File: config.mk
export PLATFORM = sky130hd
export DESIGN_NAME = stage_e_mdu
export DESIGN_NICKNAME = d
export VERILOG_FILES = /design/src/rtl/mdu_pkg.sv /design/src/rtl/mdu_divcore.sv /design/src/rtl/stage_e_mdu.sv
export SDC_FILE = /design/constraint.sdc
export NUM_CORES = 1
export LEC_CHECK = 0
export CORE_ASPECT_RATIO = 1.4
export CORE_MARGIN = 4
export CORE_UTILIZATION = 54
export CTS_CLUSTER_DIAMETER = 200
export DETAILED_ROUTE_END_ITERATION = 16
export PLACE_DENSITY = 0.7
export SYNTH_ARGS = -nofsm -noshare
export SYNTH_HDL_FRONTEND = slang
export SYNTH_HIERARCHICAL = 1
export SYNTH_SLANG_ARGS = --single-unit
File: constraint.sdc
create_clock -name clk -period 15.2 [get_ports clk]
set_input_delay 2.28 -clock clk [delete_from_list [all_inputs] [get_ports clk]]
set_output_delay 2.28 -clock clk [all_outputs]
set_load 0.005 [all_outputs]
File: src/rtl/mdu_pkg.sv
`default_nettype none
// ============================================================================
//  Module   : mdu_pkg
//  Purpose  : Shared op encodings, FSM states and width helpers for the MDU.
//  Revision : 1.0
// ============================================================================
package mdu_pkg;

    typedef enum logic [2:0] {
        MD_MUL    = 3'b000,
        MD_MULH   = 3'b001,
        MD_MULHSU = 3'b010,
        MD_MULHU  = 3'b011,
        MD_DIV    = 3'b100,
        MD_DIVU   = 3'b101,
        MD_REM    = 3'b110,
        MD_REMU   = 3'b111
    } md_op_t;

    typedef enum logic [1:0] {
        IDLE = 2'd0,
        RUN  = 2'd1,
        DONE = 2'd2
    } mdu_state_t;

    localparam int XLEN_DEFAULT = 32;
    localparam int CNT_W        = $clog2(XLEN_DEFAULT) + 1;

    // Counter width for an arbitrary operand width.
    function automatic int cnt_width(input int xlen);
        return $clog2(xlen) + 1;
    endfunction

endpackage
`default_nettype wire

File: src/rtl/mdu_divcore.sv
`default_nettype none
// ============================================================================
//  Module   : mdu_divcore
//  Purpose  : Restoring radix-2 divider datapath on unsigned magnitudes,
//             stepped one quotient bit per cycle by the parent FSM.
//  Revision : 1.0
// ============================================================================
module mdu_divcore #(
    parameter int XLEN = 32
) (
    input  logic            clk,
    input  logic            rst,
    input  logic            i_load,
    input  logic            i_step,
    input  logic [XLEN-1:0] i_dividend,
    input  logic [XLEN-1:0] i_divisor,
    output logic [XLEN-1:0] o_quo_next,
    output logic [XLEN-1:0] o_rem_next
);

    logic [XLEN-1:0] r_quo;
    logic [XLEN-1:0] r_rem;
    logic [XLEN-1:0] r_dsr;
    logic [XLEN:0]   w_rem_sh;
    logic [XLEN:0]   w_diff;

    // The partial remainder stays below the divisor, so the shifted value
    // always fits in XLEN+1 bits and the borrow bit decides the quotient bit.
    always_comb begin
        w_rem_sh = {r_rem, r_quo[XLEN-1]};
        w_diff   = w_rem_sh - {1'b0, r_dsr};
        if (!w_diff[XLEN]) begin
            o_rem_next = w_diff[XLEN-1:0];
            o_quo_next = {r_quo[XLEN-2:0], 1'b1};
        end else begin
            o_rem_next = w_rem_sh[XLEN-1:0];
            o_quo_next = {r_quo[XLEN-2:0], 1'b0};
        end
    end

    always_ff @(posedge clk or negedge rst) begin
        if (!rst) begin
            r_quo <= '0;
            r_rem <= '0;
            r_dsr <= '0;
        end else if (i_load) begin
            r_quo <= i_dividend;
            r_rem <= '0;
            r_dsr <= i_divisor;
        end else if (i_step) begin
            r_quo <= o_quo_next;
            r_rem <= o_rem_next;
        end
    end

endmodule
`default_nettype wire

File: src/rtl/stage_e_mdu.sv
`default_nettype none
// ============================================================================
//  Module   : stage_e_mdu
//  Purpose  : Iterative multiply/divide unit for the execute stage (RV32M
//             plus ARM MUL/MLA) with stall request and one-cycle done pulse.
//  Revision : 1.0
// ============================================================================
module stage_e_mdu
    import mdu_pkg::*;
#(
    parameter int XLEN     = 32,
    parameter int MUL_STEP = 1
) (
    input  logic            clk,
    input  logic            rst,
    input  logic            StartE,
    input  logic [2:0]      MdOpE,
    input  logic            armE,
    input  logic            AccE,
    input  logic [XLEN-1:0] Op1E,
    input  logic [XLEN-1:0] Op2E,
    input  logic [XLEN-1:0] Op3E,
    input  logic            FlushE,
    output logic            BusyE,
    output logic            DoneE,
    output logic [XLEN-1:0] MdResultE
);

    localparam int                 C_CNT_W    = cnt_width(XLEN);
    localparam logic [C_CNT_W-1:0] C_N_MUL    = C_CNT_W'(XLEN / MUL_STEP);
    localparam logic [C_CNT_W-1:0] C_N_DIV    = C_CNT_W'(XLEN);
    localparam logic [XLEN-1:0]    C_MOST_NEG = {1'b1, {(XLEN-1){1'b0}}};

    mdu_state_t          r_state;
    mdu_state_t          w_state_nxt;
    logic [C_CNT_W-1:0]  r_cnt;
    md_op_t              r_op;
    logic                r_acc;
    logic                r_neg_q;
    logic                r_neg_r;
    logic [XLEN-1:0]     r_op3;
    logic [XLEN-1:0]     r_mplier;
    logic [2*XLEN-1:0]   r_mcand;
    logic [2*XLEN-1:0]   r_prod;
    logic [XLEN-1:0]     r_result;

    logic                w_accept;
    logic                w_last;
    logic                w_is_div;
    logic                w_sgn1;
    logic                w_sgn2;
    logic                w_neg1;
    logic                w_neg2;
    logic [XLEN-1:0]     w_abs1;
    logic [XLEN-1:0]     w_abs2;
    logic                w_special;
    logic [XLEN-1:0]     w_special_res;
    logic [2*XLEN-1:0]   w_partial;
    logic [2*XLEN-1:0]   w_prod_next;
    logic [2*XLEN-1:0]   w_prod_fix;
    logic [XLEN-1:0]     w_mul_res;
    logic [XLEN-1:0]     w_quo_next;
    logic [XLEN-1:0]     w_rem_next;
    logic [XLEN-1:0]     w_div_res;

    assign w_accept  = (r_state == IDLE) && StartE && !FlushE;
    assign w_last    = (r_state == RUN) && !FlushE && (r_cnt == C_CNT_W'(1));
    assign MdResultE = r_result;

    // Operand signedness, magnitudes and the zero-iteration special cases.
    always_comb begin
        w_is_div      = MdOpE[2];
        w_sgn1        = w_is_div ? !MdOpE[0] : (armE || MdOpE != 3'b011);
        w_sgn2        = w_is_div ? !MdOpE[0] : (armE || !MdOpE[1]);
        w_neg1        = w_sgn1 && Op1E[XLEN-1];
        w_neg2        = w_sgn2 && Op2E[XLEN-1];
        w_abs1        = w_neg1 ? -Op1E : Op1E;
        w_abs2        = w_neg2 ? -Op2E : Op2E;
        w_special     = 1'b1;
        w_special_res = '0;
        if (armE && MdOpE != 3'b000) begin
            w_special_res = '0;
        end else if (w_is_div && Op2E == '0) begin
            w_special_res = MdOpE[1] ? Op1E : '1;
        end else if (w_is_div && w_sgn1 && Op1E == C_MOST_NEG && (&Op2E)) begin
            w_special_res = MdOpE[1] ? '0 : Op1E;
        end else begin
            w_special = 1'b0;
        end
    end

    // Shift-add multiplier step and the sign/select fix-up for the last step.
    always_comb begin
        w_partial = '0;
        for (int k = 0; k < MUL_STEP; k++) begin
            if (r_mplier[k]) begin
                w_partial = w_partial + (r_mcand << k);
            end
        end
        w_prod_next = r_prod + w_partial;
        w_prod_fix  = r_neg_q ? -w_prod_next : w_prod_next;
        if (r_op[1:0] != 2'b00) begin
            w_mul_res = w_prod_fix[2*XLEN-1:XLEN];
        end else begin
            w_mul_res = w_prod_fix[XLEN-1:0] + (r_acc ? r_op3 : '0);
        end
        if (r_op[1]) begin
            w_div_res = r_neg_r ? -w_rem_next : w_rem_next;
        end else begin
            w_div_res = r_neg_q ? -w_quo_next : w_quo_next;
        end
    end

    mdu_divcore #(
        .XLEN (XLEN)
    ) u_divcore (
        .clk        (clk),
        .rst        (rst),
        .i_load     (w_accept),
        .i_step     ((r_state == RUN) && r_op[2] && !FlushE),
        .i_dividend (w_abs1),
        .i_divisor  (w_abs2),
        .o_quo_next (w_quo_next),
        .o_rem_next (w_rem_next)
    );

    always_ff @(posedge clk or negedge rst) begin
        if (!rst) begin
            r_state <= IDLE;
        end else begin
            r_state <= w_state_nxt;
        end
    end

    always_comb begin
        w_state_nxt = r_state;
        BusyE       = 1'b0;
        DoneE       = 1'b0;
        unique case (r_state)
            IDLE: begin
                if (w_accept) begin
                    BusyE       = 1'b1;
                    w_state_nxt = w_special ? DONE : RUN;
                end
            end
            RUN: begin
                BusyE = 1'b1;
                if (FlushE) begin
                    w_state_nxt = IDLE;
                end else if (w_last) begin
                    w_state_nxt = DONE;
                end
            end
            DONE: begin
                DoneE       = !FlushE;
                w_state_nxt = IDLE;
            end
            default: w_state_nxt = IDLE;
        endcase
    end

    always_ff @(posedge clk or negedge rst) begin
        if (!rst) begin
            r_cnt    <= '0;
            r_op     <= MD_MUL;
            r_acc    <= 1'b0;
            r_neg_q  <= 1'b0;
            r_neg_r  <= 1'b0;
            r_op3    <= '0;
            r_mplier <= '0;
            r_mcand  <= '0;
            r_prod   <= '0;
            r_result <= '0;
        end else if (w_accept) begin
            r_op     <= md_op_t'(MdOpE);
            r_acc    <= armE && AccE;
            r_neg_q  <= w_neg1 ^ w_neg2;
            r_neg_r  <= w_neg1;
            r_op3    <= Op3E;
            r_mplier <= w_abs2;
            r_mcand  <= {{XLEN{1'b0}}, w_abs1};
            r_prod   <= '0;
            if (w_special) begin
                r_cnt    <= '0;
                r_result <= w_special_res;
            end else begin
                r_cnt <= w_is_div ? C_N_DIV : C_N_MUL;
            end
        end else if (r_state == RUN) begin
            if (FlushE) begin
                r_cnt <= '0;
            end else begin
                r_cnt    <= r_cnt - C_CNT_W'(1);
                r_mplier <= r_mplier >> MUL_STEP;
                r_mcand  <= r_mcand << MUL_STEP;
                r_prod   <= w_prod_next;
                if (w_last) begin
                    r_result <= r_op[2] ? w_div_res : w_mul_res;
                end
            end
        end
    end

endmodule
`default_nettype wire
* Word level (Yosys, flattened, before mapping)
Cells that the tools add are included.
** Cells by class
- Add/subtract/negate cells :: 9
- $mul :: 0
- Divide/modulo/power cells :: 0
- Order comparisons :: 0
- Eq/ne operators :: 9
- Shift operators :: 0
- Multiplexer cells :: 52
- Bitwise gates (word level) :: 1
- Reductions and logical operators :: 30
** Operators with widths (number)
- $mux 32 :: 26
- $mux 64 :: 8
- $neg 32->32 :: 4
- $add 64x64->64 :: 1
- $neg 64->64 :: 1
- $sub 33x32->33 :: 1
- $add 32x32->32 :: 1
- $eq 32x32->1 const B :: 1
- $logic_not 32->1 :: 1
- $reduce_and 32->1 :: 1
- $mux 6 :: 4
- $logic_and 1x1->1 :: 14
- $mux 1 :: 8
- $mux 2 :: 4
- $reduce_bool 2->1 :: 4
- $eq 6x1->1 const B :: 1
- $sub 6x1->6 const B :: 1
- $ne 2x1->1 const B :: 2
- $pmux 2 s2 :: 1
- $reduce_and 2->1 :: 2
- $reduce_and 4->1 :: 1
- $logic_not 1->1 :: 3
- $ne 3x2->1 const B :: 1
- $ne 3x3->1 const B :: 1
- other kinds (8) :: 9
** Word-level totals
- Register bits :: 334
- Bits in latches :: 0
- Memory bits (writable) :: 0
- ROM bits :: 0
- Input port bits :: 105
- Output and inout port bits :: 34
- Word-level logic and storage cells :: 115
- Memories kept :: 0

* Logic depth before layout (Yosys ltp)
Gate-level depths: netlist of run 1.
- Depth in word-level cells :: 12
- Mapped depth :: 29
- Depth with buffers taken out :: 28

* Modules after synthesis
The synthesis of run 1 kept the hierarchy.
** By module, submodules not included
- stage_e_mdu :: instances 1, cells an instance 2701, area each 21086.5 um2, sequential area each 5955.7 um2
- mdu_divcore :: instances 1, cells an instance 787, area each 6771.5 um2, sequential area each 2402.3 um2

* Least setup slack after synthesis of run 1
Ideal clock, no wire load.
- Path type :: register to register
- From :: reg u_divcore.r_quo[31]
- To :: reg r_result[21], in the netlist MdResultE[21]
- Library setup time :: 0.087 ns
- Arrival time :: 5.960 ns
- Data required time :: 15.113 ns
- Path slack :: 9.153 ns
- Cell stages (with the launch flop) :: 24
- Path buffers :: 1
- Clock period less this slack :: 6.047 ns
- Cells stage by stage :: dfrtp_1 -> inv_1 -> ha_1 -> fa_1 -> nor2b_4 -> o31a_1 -> o31ai_4 -> nand3b_2 -> a21o_1 -> a311oi_4 -> buf_6 -> mux2_2 -> or4_1 -> or4_1 -> or3_1 -> or4_1 -> or2_2 -> o41ai_1 -> xor2_1 -> nand2_1 -> o21ai_0 -> a221oi_1 -> nand2_1 -> o211ai_1
** On the way
- Longest elaborated chain between the ends :: 10
- Elaborated cells on any way between the ends :: 13
- Classes of those cells :: add/sub (3); mux (10)
** RTL lines
- from (decl) :: RTL line mdu_divcore.sv:21 : logic [XLEN-1:0] r_quo;
- from (signal assigned) :: RTL line mdu_divcore.sv:47 : r_quo <= i_dividend;
- from (signal assigned) :: RTL line mdu_divcore.sv:51 : r_quo <= o_quo_next;
- $sub 33x32->33 :: RTL line mdu_divcore.sv:31 : w_diff = w_rem_sh - {1'b0, r_dsr};
- $mux 32 :: RTL line mdu_divcore.sv:32 : if (!w_diff[XLEN]) begin
- named net w_rem_next[6] :: RTL line stage_e_mdu.sv:63 : logic [XLEN-1:0] w_rem_next;
- $neg 32->32 :: RTL line stage_e_mdu.sv:108 : w_div_res = r_neg_r ? -w_rem_next : w_rem_next;
- $mux 32 :: RTL line stage_e_mdu.sv:108
- $mux 32 :: RTL line stage_e_mdu.sv:107 : if (r_op[1]) begin
- $mux 32 :: RTL line stage_e_mdu.sv:198 : r_result <= r_op[2] ? w_div_res : w_mul_res;
- $mux 32 :: RTL line stage_e_mdu.sv:197 : if (w_last) begin
- $mux 32 :: RTL line stage_e_mdu.sv:190 : if (FlushE) begin
- $mux 32 :: RTL line stage_e_mdu.sv:189 : end else if (r_state == RUN) begin
- $mux 32 :: RTL line stage_e_mdu.sv:174 : end else if (w_accept) begin
- to (signal assigned) :: RTL line stage_e_mdu.sv:185 : r_result <= w_special_res;
- to (signal assigned) :: RTL line stage_e_mdu.sv:198
- to (decl) :: RTL line stage_e_mdu.sv:45 : logic [XLEN-1:0] r_result;
The timed path passes the listed nets, and every way through them passes these cells. The select of a mux whose other input is x is not followed.
A chain may end at the register's enable or synchronous reset.

* Final worst setup path of run 1
- From :: in FlushE
- To :: out BusyE
** On the way
- Longest elaborated chain between the ends :: 4
** RTL lines
- from (decl) :: RTL line stage_e_mdu.sv:23 : input logic FlushE,
- $logic_not 1->1 :: RTL line stage_e_mdu.sv:66 : assign w_accept = (r_state == IDLE) && StartE && !FlushE;
- $logic_and 1x1->1 :: RTL line stage_e_mdu.sv:66
- $mux 1 :: RTL line stage_e_mdu.sv:141 : if (w_accept) begin
- $pmux 1 s2 :: RTL line stage_e_mdu.sv:139 : unique case (r_state)
- to (decl) :: RTL line stage_e_mdu.sv:24 : output logic BusyE,
Every way passes these cells.

==> impl_metrics.py, run 1 <==
metrics = {
    "status": {
        "status": "completed",
    },
    "synth": {
        "synth-seq-cells": 334,
        "yosys-top-cells-area": "dfrtp_1 (30%), nand2_1 (7.8%), ha_1 (6.0%)",
        "synth.avg_cell_area_um2": 7.99,
        "synth_cells": 3488,
        "ys.flop_type": "dfrtp_1",
        "syn-cell-area_um2": 27900,
        "syn_nets": 3730,
        "async_reset_ff_frac": 1.00,
        "netlist.area_leader.share": 0.300,
        "yosysWarnings": 6,
        "yosysSeqAreaShare": 0.300,
        "synth_edf_count": 0,
        "synth_cell_types": 109,
        "yosys.area.top_type": "dfrtp_1",
    },
    "global_routing": {
        "grt_max_degree": 105,
        "grt_antenna_before_repair": 2,
        "grt_pass1_wl_um": 163000,
        "grt-ovfl-total": 0,
        "grt_pass1_vias": 26782,
        "grtUsageTotal": 0.383,
    },
    "finish": {
        "drive_gt1_frac": 0.0587,
        "final_design_area_no_fill_um2": 30700,
        "nFillCells": 4666,
        "layout_common_cells": "nand2_1 (576), dfrtp_1 (332), o21ai_0 (295)",
        "syn_to_final_growth_pct": 10.3,
        "mostFrequentLayoutCell": "nand2_1",
        "nNetsFinal": 3721,
        "regArea_um2": 8360,
        "multi_input_area_um2": 18200,
        "final_core_util": 0.601,
    },
    "routing": {
        "ant_nets": 0,
        "post_drt_wl_per_cell_um": 26.2,
        "drc": 0,
        "drt_iter0_drc": 2289,
        "routed_wl_um": 109000,
        "vias": 27346,
        "first_pass_iters": 6,
        "viasPerCell": 6.57,
    },
    "placement": {
        "place.gp.congestion": 1.10,
        "placed_area_um2": 29300,
        "portBuffers": 138,
        "hpwl_um": 84200,
    },
    "cts": {
        "clkTransAtPathRegs_ns": 0.06,
        "ctsHoldBuffers": 0,
        "cts_tree": "built",
        "cts_root_buffer": "clkbuf_16",
        "clkSinkCount": 334,
        "h-tree-depth": 2,
        "clkLatencyLatePin_ns": 0.59,
        "cts_setup_buffers": 0,
        "cts.repair.resized": 0,
        "cts_buffer_depth": 3,
        "cts_buffers": 40,
    },
    "run": {
        "maxCapViolCount": 0,
    },
    "pwr": {
        "p_seq_frac": 0.270,
        "vdd_drop_max_uv": 102,
        "power_density_nw_per_um2": 156,
        "pwr-share-comb": 0.506,
        "p_total_mw": 4.80,
        "p_clk_frac": 0.224,
        "p_leak_nw": 13.5,
        "switching_share": 0.456,
        "p_int_mw": 2.61,
        "power.switching_mw": 2.19,
    },
    "setup_path": {
        "required_ns": 12.92,
        "cp-start-kind": "primary input",
        "end_kind": "output pin",
        "worst-setup-path-type": "in2out",
        "cp.arrival_ns": 5.10,
        "critical_path_peak_fanout": 60,
    },
    "timing": {
        "finalCritPeriodShare": 0.486,
        "finalHoldViolCount": 0,
        "setup_viol": 0,
        "rsz0062_at_grt": "false",
        "finalClockSkew_ns": 0.0372,
        "finalMaxSlewViolations": 0,
        "clock.fmax_mhz": 136,
        "worstMarginPinSlew_ns": 1.21,
        "relSlewSlack": 0.185,
        "fin_setup_tns_ns": 0,
        "post-route-min-period_ns": 7.38,
    },
    "floorplan": {
        "io-pin-count": 139,
        "die_h_um": 277,
        "core-area_um2": 51100,
        "die-width_um": 200,
        "dieArea_um2": 55300,
        "rows": 98,
        "initial_utilization": 0.545,
    },
    "worst_hold_path": {
        "worstHoldPathType": "reg2reg",
    },
}
logic make-up after synthesis:
group / Yosys count / synth area share
AOI/OAI and AO/OA: 1066 / 0.256
DFF: 334 / 0.300
and+or+nand+nor: 1315 / 0.224
buffers and inverters: 309 / 0.0490
muxes: 66 / 0.0262
adders and majority gates: 137 / 0.0623
xor gates and xnor gates: 261 / 0.0823
flip-flops by register name, summed over array words and instances (netlist names):
register and cells:
MdResultE 32, u_divcore/r_dsr 32, r_op 3, r_mcand 64
r_prod 64, r_cnt 6, r_neg_r 1, u_divcore/r_rem 32
r_acc 1, r_state 2, r_mplier 32, r_neg_q 1
u_divcore/r_quo 32, r_op3 32
cells in the mapped netlist, types with 22 or more instances:
cell and instances:
a211oi_1 22, a21o_1 52, a21oi_1 213, a22o_1 74, a22oi_1 55, a31oi_1 26
and2_1 107, buf_4 31, clkbuf_1 143, dfrtp_1 334, ha_1 134, inv_1 88
mux2i_1 40, nand2_1 576, nand3_1 56, nand4_1 40, nor2_1 230, nor3_1 72
o211ai_1 36, o21a_1 48, o21ai_0 295, o31ai_1 45, o41ai_1 25, or2_2 30
or3_1 43, or4_1 31, xnor2_1 154, xor2_1 106
metrics by stage:
stage / std cells / hold WS (ns) / worst slack [ns]
after floorplan: 3488 / 0.438 / 9.15
after global placement: 4087 / 0.455 / 7.90
after detailed placement: 4087 / 0.455 / 7.85
after CTS: 4161 / 0.470 / 7.84
after global routing: 4161 / 0.495 / 7.57
final: 4162 / 0.467 / 7.82
routing by layer:
layer	global-route usage	part of all wire
met1	0.437	0.36
met2	0.631	0.48
met3	0.0596	0.065
met4	0.299	0.10
met5	0	0.00023
area by class of cell:
type,count,share of cell area
multi-input combinational,2845,0.591
sequential,334,0.272
timing repair buffer,169,0.0527
clock buffer,52,0.0364
tap,650,0.0265
inverter,89,0.0110
clock inverter,22,0.0104
antenna,1,0.0000814
power groups by stage:
stage / Clock (mW) / Sequential, mW / Combinational (mW)
finish: 1.08 / 1.30 / 2.43
global route: 1.13 / 1.31 / 2.60
CTS: 1.09 / 1.29 / 2.37
detailed placement: 0 / 1.30 / 2.35
global placement: 0 / 1.29 / 2.31
floorplan: 0 / 1.20 / 1.66
worst paths after layout:
path / startpoint / endpoint / slack [ns] / cells past startpoint
setup / recovery: FlushE / BusyE / 7.82 / 8
hold / removal: r_op3[2]$_DFFE_PN0P_ / r_op3[2]$_DFFE_PN0P_ / 0.47 / 2
setup reg to reg: u_divcore/r_quo[31]$_DFFE_PN0P_ / MdResultE[21]$_DFFE_PN0P_ / 7.90 / 22
hold reg to reg: r_op3[2]$_DFFE_PN0P_ / r_op3[2]$_DFFE_PN0P_ / 0.47 / 2
max in group asynchronous: rst / r_neg_q$_DFFE_PN0P_ / 10.99 / 3
min in group asynchronous: rst / r_prod[52]$_DFFE_PN0P_ / 1.68 / 1
worst max-delay path: stages:
cell             delay (ns)
clkdlybuf4s50_1        0.59
nor2_1                 0.08
nand3_2                0.07
buf_4                  0.60
inv_6                  0.10
a21oi_1                0.66
inv_1                  0.19
clkdlybuf4s50_1        0.50
Note: power is estimated with default switching activity, not from simulation.
==> run 2: changes to the inputs <==
==> constraint.sdc (replaced) <==
create_clock -name clk -period 7.3 [get_ports clk]
set_input_delay 1.095 -clock clk [delete_from_list [all_inputs] [get_ports clk]]
set_output_delay 1.095 -clock clk [all_outputs]
set_load 0.005 [all_outputs]
==> run 2 against run 1 <==
Critical path depth up 14. Non-clock buffer count up 11. Clock power up 86%. Clock skew down 0.013 ns. Flip-flop and latch count unchanged. Register-to-register slack worse by 7.5 ns. Sequential share of layout area up 0.069 points. Largest power group unchanged. Highest routed layer unchanged.
==> impl_metrics.py, run 2 (synthesis results as in run 1) <==
metrics = {
    "routing": {
        "drc": 0,
        "routed_wl_um": 107000,
        "ant_nets": 0,
        "viasPerCell": 6.56,
        "top_layer_used": "met5",
        "wl_met2_um": 51200,
        "drt_iter0_drc": 2323,
        "post_drt_wl_per_cell_um": 25.8,
        "wirelength_met1_um": 37700,
        "first_pass_iters": 6,
        "wl_met3_um": 6970,
        "vias": 27346,
    },
    "placement": {
        "portBuffers": 138,
        "hpwl_um": 83400,
        "dp.cells": 4098,
        "placed_area_um2": 29400,
        "place.gp.congestion": 1.02,
    },
    "pwr": {
        "power_density_nw_per_um2": 316,
        "p_leak_nw": 13.5,
        "p_int_mw": 5.27,
        "p_seq_frac": 0.278,
        "p_clk_frac": 0.207,
        "power.switching_mw": 4.42,
        "pwr-share-comb": 0.515,
        "switching_share": 0.456,
        "vdd_drop_max_uv": 252,
        "p_total_mw": 9.69,
    },
    "floorplan": {
        "die-width_um": 200,
        "initial_utilization": 0.545,
        "dieArea_um2": 55300,
        "die_h_um": 277,
        "rows": 98,
        "io-pin-count": 139,
        "core-area_um2": 51100,
    },
    "setup_path": {
        "cp_slowest_stage_delay_ns": 0.68,
        "worst_path_most_repeated_cell": "or4_1",
        "r2r_end": "MdResultE[21]$_DFFE_PN0P_",
        "required_ns": 7.79,
        "r2r-start": "u_divcore/r_quo[31]$_DFFE_PN0P_",
        "path_cells": "inv_1 > ha_1 > fa_1 > nor2b_4 > o31a_1 > o31ai_4 > nand3b_2 > a21o_1 > a311oi_4 > mux2_2 > or4_1 > or4_1 > or3_1 > or4_1 > or2_2 > o41ai_1 > xor2_1 > nand2_1 > o21ai_0 > a221oi_1 > nand2_1 > o211ai_1",
        "cp.arrival_ns": 7.41,
        "critical_path_peak_fanout": 9,
        "cp-start-kind": "register",
        "end_kind": "register",
        "worst-setup-path-type": "reg2reg",
        "r2r_cells": 22,
        "reg2reg_slack_ns": 0.39,
        "slowest_stage": "a311oi_4",
    },
    "finish": {
        "layout_common_cells": "nand2_1 (576), dfrtp_1 (332), o21ai_0 (295)",
        "nNetsFinal": 3731,
        "syn_to_final_growth_pct": 10.0,
        "top_regs": "r_mcand (64), r_prod (64)",
        "mostFrequentLayoutCell": "nand2_1",
        "drive_gt1_frac": 0.0598,
        "final_design_area_no_fill_um2": 30700,
        "nFillCells": 4639,
        "finalNonFillerCells": 4166,
    },
    "global_routing": {
        "grt_pass1_vias": 27003,
        "grt-ovfl-total": 0,
        "grtUsageTotal": 0.377,
        "grt_max_degree": 141,
        "grt_antenna_before_repair": 3,
        "grt_pass1_wl_um": 161000,
    },
    "worst_hold_path": {
        "holdCritStartpoint": "r_op3[29]$_DFFE_PN0P_",
        "holdPathStages": 2,
        "whs_endpoint": "r_op3[29]$_DFFE_PN0P_",
        "worstHoldPathType": "reg2reg",
    },
    "timing": {
        "finalHoldViolCount": 0,
        "clock.fmax_mhz": 145,
        "setup_viol": 0,
        "post-route-min-period_ns": 6.91,
        "relSlewSlack": 0.255,
        "finalClockSkew_ns": 0.0242,
        "finalCritPeriodShare": 0.947,
        "fin_setup_tns_ns": 0,
        "finalMaxSlewViolations": 0,
        "worstMarginPinSlew_ns": 1.11,
        "whs_ns": 0.467,
        "rsz0062_at_grt": "false",
    },
    "cts": {
        "cts_tree": "built",
        "clkSinkCount": 334,
        "cts_root_buffer": "clkbuf_16",
        "cts_setup_buffers": 0,
        "cts_buffer_depth": 3,
        "ctsHoldBuffers": 0,
        "cts.repair.resized": 0,
        "clkTransAtPathRegs_ns": 0.07,
        "clkLatencyLatePin_ns": 0.58,
        "cts_buffers": 39,
        "h-tree-depth": 2,
    },
    "status": {
        "status": "completed",
    },
    "run": {
        "maxCapViolCount": 0,
    },
}
-- run 2: critical path, delay by kind of cell (launching register included) --
family,cells,cell delay (ns)
compound gates,8,2.52
xor+xnor,1,0.14
fa+ha+maj,2,0.46
buf+inv,1,0.08
flops,1,0.41
mux,1,0.45
simple gates,9,2.74
-- run 2: worst max path at each step --
stage | from | end | slack (ns)
2_1_floorplan | u_divcore/r_quo[31]$_DFFE_PN0P_ | MdResultE[21]$_DFFE_PN0P_ | 1.25
3_3_place_gp | u_divcore/r_quo[31]$_DFFE_PN0P_ | MdResultE[21]$_DFFE_PN0P_ | 0.55
3_5_place_dp | u_divcore/r_quo[31]$_DFFE_PN0P_ | MdResultE[21]$_DFFE_PN0P_ | 0.43
4_1_cts | u_divcore/r_quo[31]$_DFFE_PN0P_ | MdResultE[21]$_DFFE_PN0P_ | 0.41
5_1_grt | r_mplier[0]$_DFFE_PN0P_ | MdResultE[29]$_DFFE_PN0P_ | 0.03
6_report | u_divcore/r_quo[31]$_DFFE_PN0P_ | MdResultE[21]$_DFFE_PN0P_ | 0.39
-- run 2: through the flow --
stage | util | worst slack [ns]
3_5_place_dp | 0.575 | 0.429
4_1_cts | 0.599 | 0.406
3_3_place_gp | 0.575 | 0.549
6_report | 0.599 | 0.386
2_1_floorplan | - | 1.25
5_1_grt | 0.599 | 0.0268
-- run 2: routing by layer --
metal  GRT usage  vias up
met5           0        -
met4       0.316        4
met3      0.0632      388
met2       0.624     1191
met1       0.414    13204
li1            -    12559
-- run 2: power groups by stage --
stage	Clock [mW]	Sequential, mW	Combinational (mW)
after floorplan	0	2.49	3.45
after global placement	0	2.68	4.79
after detailed placement	0	2.70	4.87
after CTS	2.03	2.67	4.90
after global routing	2.10	2.72	5.38
final	2.01	2.69	4.99
-- run 2: area by class of cell --
type / instances / area [um^2] / share of cell area
clock buffer: 47 / 1030 / 0.0335
tap: 650 / 813 / 0.0265
clock inverter: 19 / 216 / 0.00706
multi-input combinational: 2845 / 18200 / 0.593
inverter: 89 / 339 / 0.0111
sequential: 334 / 8360 / 0.273
timing repair buffer: 180 / 1730 / 0.0563
antenna: 2 / 5.00 / 0.000163
